<file path="src/rtl/rom_loader.sv">
// rtl/rom_loader.sv - boot-time byte stream to RAM word writer
// Packs bytes little-endian into width_a words and writes them from address 0 upward.
module rom_loader #(
  parameter int widthad_a = 15,
  parameter int width_a   = 8
) (
  input  logic                 clock,
  input  logic                 reset,
  input  logic                 start,
  input  logic [widthad_a:0]   length,
  input  logic [7:0]           in_data,
  input  logic                 in_valid,
  output logic                 in_ready,
  output logic                 wr_en,
  output logic [widthad_a-1:0] wr_addr,
  output logic [width_a-1:0]   wr_data,
  output logic                 busy,
  output logic                 done
);

  localparam int BPW = width_a / 8;
  localparam int BIW = (BPW > 1) ? $clog2(BPW) : 1;
  localparam logic [BIW-1:0] LAST_BYTE = BIW'(BPW - 1);
  localparam logic [widthad_a:0] FULL_DEPTH = {1'b1, {widthad_a{1'b0}}};

  typedef enum logic [1:0] {IDLE, FILL, WRITE, DONE} state_t;

  state_t                 state, state_d;
  logic [widthad_a:0]     words, words_d;
  logic [widthad_a:0]     wcnt, wcnt_d;
  logic [BIW-1:0]         bidx, bidx_d;
  logic [widthad_a-1:0]   addr, addr_d;
  logic [width_a-1:0]     pack_q, pack_d;
  logic [widthad_a-1:0]   wr_addr_d;
  logic [width_a-1:0]     wr_data_d;
  logic                   hs;

  always_comb begin
    state_d   = state;
    words_d   = words;
    wcnt_d    = wcnt;
    bidx_d    = bidx;
    addr_d    = addr;
    pack_d    = pack_q;
    wr_addr_d = wr_addr;
    wr_data_d = wr_data;
    hs        = in_valid & in_ready;

    // start wins over everything, including a handshake or a pending write
    if (start) begin
      state_d = FILL;
      words_d = (length == '0) ? FULL_DEPTH : length;
      wcnt_d  = '0;
      bidx_d  = '0;
      addr_d  = '0;
      pack_d  = '0;
    end else begin
      case (state)
        FILL: begin
          if (hs) begin
            pack_d[8*bidx +: 8] = in_data;
            if (bidx == LAST_BYTE) begin
              state_d   = WRITE;
              bidx_d    = '0;
              wr_addr_d = addr;
              wr_data_d = pack_d;
            end else begin
              bidx_d = bidx + 1'b1;
            end
          end
        end
        WRITE: begin
          if ((wcnt + 1'b1) == words) begin
            state_d = DONE;
          end else begin
            state_d = FILL;
            wcnt_d  = wcnt + 1'b1;
            addr_d  = addr + 1'b1;
          end
        end
        default: ;
      endcase
    end
  end

  always_ff @(posedge clock) begin
    if (reset) begin
      state    <= IDLE;
      words    <= '0;
      wcnt     <= '0;
      bidx     <= '0;
      addr     <= '0;
      pack_q   <= '0;
      in_ready <= 1'b0;
      wr_en    <= 1'b0;
      wr_addr  <= '0;
      wr_data  <= '0;
      busy     <= 1'b0;
      done     <= 1'b0;
    end else begin
      state    <= state_d;
      words    <= words_d;
      wcnt     <= wcnt_d;
      bidx     <= bidx_d;
      addr     <= addr_d;
      pack_q   <= pack_d;
      in_ready <= (state_d == FILL);
      wr_en    <= (state_d == WRITE);
      wr_addr  <= wr_addr_d;
      wr_data  <= wr_data_d;
      busy     <= (state_d == FILL) || (state_d == WRITE);
      done     <= (state_d == DONE);
    end
  end

endmodule
</file>
<file path="config.mk">
export PLATFORM = sky130hd
export DESIGN_NAME = rom_loader
export DESIGN_NICKNAME = d
export VERILOG_FILES = /design/src/rtl/rom_loader.sv
export SDC_FILE = /design/constraint.sdc
export NUM_CORES = 1
export LEC_CHECK = 0
export ABC_CLOCK_PERIOD_IN_PS = 3400
export BUFFER_PORTS_ARGS = -buffer_cell sky130_fd_sc_hd__buf_2
export CORE_MARGIN = 5
export CORE_UTILIZATION = 55
export CTS_BUF_LIST = sky130_fd_sc_hd__clkbuf_2
export DETAILED_ROUTE_END_ITERATION = 8
export GPL_TIMING_DRIVEN = 0
export PLACE_DENSITY = 0.9
export SLEW_MARGIN = 20
export SYNTH_ARGS = -nofsm -noshare
export SYNTH_HDL_FRONTEND = slang
export SYNTH_SLANG_ARGS = --single-unit
</file>
<file path="constraint.sdc">
create_clock -name clock -period 3.4 [get_ports clock]
set_input_delay 0.34 -clock clock [delete_from_list [all_inputs] [get_ports clock]]
set_output_delay 0.34 -clock clock [all_outputs]
set_load 0.01 [all_outputs]
</file>
==> key figures <==
Run status
  • Status: finished, final reports clean

Drt
  • Detailed Route WL: 8.40 mm
  • Drt drc: 0
  • Vias per cell: 5.86
  • Pre-antenna DRT Iters: 5
  • Initial DRC Count: 186
  • Via count: 3316
  • Antenna-violating nets left: 0
  • Wire length per cell: 14.8 µm

Final layout
  • Area Growth Syn to Fin: 16.5%
  • Final net count: 519
  • Most frequent cells in the layout: 76 x dfxtp_1, 60 x nand2_1, 60 x buf_2
  • Area of the multi-input gates: 0.00186 mm²
  • Antenna diode count: 0
  • # fillers: 569
  • Most common cell after layout, fill and taps aside: dfxtp_1
  • Finished Layout Cells: 566
  • Share of cells above drive strength 1: 18.2%
  • Seq. cell area: 0.00152 mm²

Clock tree
  • CTS tree: built
  • TritonCTS Buffers: 9
  • Clk slew on worst S/H paths: 0.21 ns
  • Clk root buf: clkbuf_2
  • Deepest clock path buffer count: 2
  • CTS H-tree depth: 3
  • Later-pin clock latency in the skew report: 0.56 ns
  • Clk sink count: 76

Min path
  • Hold Crit Depth: 2
  • HP Class: in -> reg
  • Hold Startpoint: length[9]

Worst setup path
  • Crit end category: flip-flop
  • Startpoint types: flip-flop
  • R2R Path Start: wcnt[0]
  • Crit path buf inv count: 3
  • Critical Path Source: wcnt[0]
  • Critical Path AT: 3.51 ns
  • Worst path depth: 11
  • Crit path cell chain: ha_1 > nand3_1 > buf_2 > or3_1 > a21oi_1 > o2111ai_1 > o31ai_4 > buf_4 > buf_6 > mux2i_1 > nor2_1
  • Crit path largest cell delay: 0.51 ns
  • Critical Path Slowest Stage Cell: dfxtp_1
  • CP Data Required Time: 3.84 ns
  • Reg2reg setup slack: 0.33 ns
  • Critical path type: reg -> reg
  • Reg2Reg Depth: 11
  • Crit path max fanout: 10
  • CP top delay family: compound AO/OA/AOI/OAI gates

GRT
  • Total GRT Usage: 21.0%
  • Met1 GRT Util: 24.8%
  • First-pass GRT wire length: 14.4 mm
  • Initial antenna violation count: 0
  • GRT met3 Usage: 4.09%
  • GR Layer Usage met2: 37.3%
  • Vias in the first global route: 3200
  • Largest net degree at the start of global routing: 15
  • Top Usage Layer GRT: met2
  • Overflow after GRT: 0

Power
  • Lkg Pwr: 0.00154 µW
  • Net switching share of the total power: 25.5%
  • Peak supply drop: 0.319 mV
  • Clock network power share: 36.3%
  • Power Dens Cells: 394 mW/mm²
  • Switching pwr: 414 µW
  • Combinational share of power: 7.0%
  • Internal power: 1210 µW
  • Seq pwr share: 56.7%

Logic synthesis
  • Yosys top cell by area: dfxtp_1
  • Post-synthesis cell area: 0.00353 mm²
  • YS warnings: 0
  • Syn_area_per_cell: 8.56 µm²
  • Register area share after synthesis: 43.0%
  • Post-synthesis register bit count: 76
  • Mapped Cells: 413
  • Post-synth top area share: 43.0%
  • Net Count, Synth: 448
  • Post-synth EDFFs: 0
  • Synth cell types: 47
  • Async set or reset register ratio after synthesis: 0%
  • Dominant cells by area after synthesis: dfxtp_1 43%, a21oi_1 7.5%, nand2_1 6.4%
  • Ys flop type: dfxtp_1

Floorplanning
  • I/O pin total: 55
  • FP Rows: 29
  • Initial Utilization: 56.0%
  • Die area: 0.00813 mm²
  • CORE AREA: 0.00631 mm²
  • Die Ht: 90.2 µm
  • Die width: 90.2 µm

Placed design
  • Port Buf Inserts: 53
  • Setup slack at placement: 0.340 ns
  • HPWL Detailed: 6.20 mm
  • RD Place Congestion: 0.823
  • Placed Cells incl. Taps: 543

Timing
  • Final setup viols: 0
  • Post-layout minimum cycle time: 3.07 ns
  • Worst Skew: 0.0347 ns
  • Fmax achieved: 0.325 GHz
  • Max Slew Vio Count: 0
  • Setup slack after layout: 0.325 ns
  • Final Cycle Share: 90.4%
  • Slew headroom: 66.2%
  • RSZ-0062 raised after global routing: false
  • Setup_tns: 0 ns
  • Slew @ Worst Pin: 0.508 ns
  • Fin. Hold Viols: 0

Job
  • Max Cap Viol: 0
power groups by stage:
stage / sequential [µW] / combinational (µW) / clock [µW]
finish: 920 / 114 / 588
floorplan: 936 / 67.2 / 0
global route: 923 / 126 / 627
global placement: 937 / 102 / 0
detailed placement: 938 / 107 / 0
CTS: 920 / 113 / 590
cells in the mapped netlist (3+ instances only):
master	number
dfxtp_1	76
nand2_1	60
a21oi_1	53
clkbuf_1	17
or3_1	17
a22o_1	15
nand3_1	15
xnor2_1	14
nor2_1	13
or4_1	12
o31ai_1	11
o21ai_1	10
nand4_1	9
xor2_1	9
buf_2	7
ha_1	7
inv_1	7
o21ai_0	7
nor3_1	6
nor4_1	5
nor2b_1	4
and3_1	3
and4_1	3
mux2i_1	3
kinds of logic (layout without fill, tap and decap cells):
| family | Yosys count | after routing | synth area share, % |
|---|---|---|---|
| compound gates | 107 | 107 | 19.0 |
| xor+xnor | 23 | 23 | 5.70 |
| fa+ha+maj | 7 | 7 | 2.48 |
| buf+inv | 35 | 111 | 4.60 |
| flops | 76 | 76 | 43.0 |
| mux | 3 | 3 | 0.850 |
| simple gates | 162 | 162 | 24.3 |
state kept, by name, summed over array words and instances (netlist names):
| signal | count |
|---|---|
| in_ready | 1 |
| wr_en | 1 |
| wcnt | 16 |
| wr_data | 8 |
| state | 2 |
| wr_addr | 15 |
| done | 1 |
| busy | 1 |
| addr | 15 |
| words | 16 |
worst register-to-register path, cell delays in order (launching register included):
cell	delay (ns)
dfxtp_1	0.51
ha_1	0.29
nand3_1	0.17
buf_2	0.21
or3_1	0.31
a21oi_1	0.15
o2111ai_1	0.27
o31ai_4	0.40
buf_4	0.24
buf_6	0.17
mux2i_1	0.21
nor2_1	0.05
routing by layer:
metal	vias up	wire [µm]
met5	-	0
met3	15	454
met2	105	4240
met4	0	142
li1	1642	-
met1	1554	3560
path summary, 6_finish.rpt:
kind | end
hold reg to reg | wr_data[4]
setup / recovery | addr[1]
setup reg to reg | addr[1]
hold / removal | words[9]
stage by stage:
| stage | power, µW | util (%) | area [µm²] | hold WS (ns) |
|---|---|---|---|---|
| global placement | 1040 | 61.7 | 3900 | 0.438 |
| floorplan | 1000 | - | 3530 | 0.440 |
| finish | 1620 | 65.2 | 4120 | 0.00427 |
| CTS | 1620 | 65.1 | 4110 | 0.00268 |
| global route | 1680 | 65.2 | 4120 | 0.0128 |
| detailed placement | 1040 | 61.7 | 3900 | 0.445 |
repair_timing:
action	4_1_cts	5_1_grt
hold buffers	7	0
hold endpoints to repair	7	0
endpoints found under the setup margin	0	1
setup buffers	0	0
resized for setup	0	1
cell type report:
cell class / count / share of cell area (%)
multi-input cells: 302 / 45.1
flip-flops and latches: 76 / 37.0
repair buffers: 60 / 8.15
plain buffers: 28 / 3.31
clock inverters: 7 / 2.40
well taps: 77 / 2.34
clock buffers: 9 / 1.09
inverters: 7 / 0.638
Note: power is estimated with default switching activity, not from simulation.
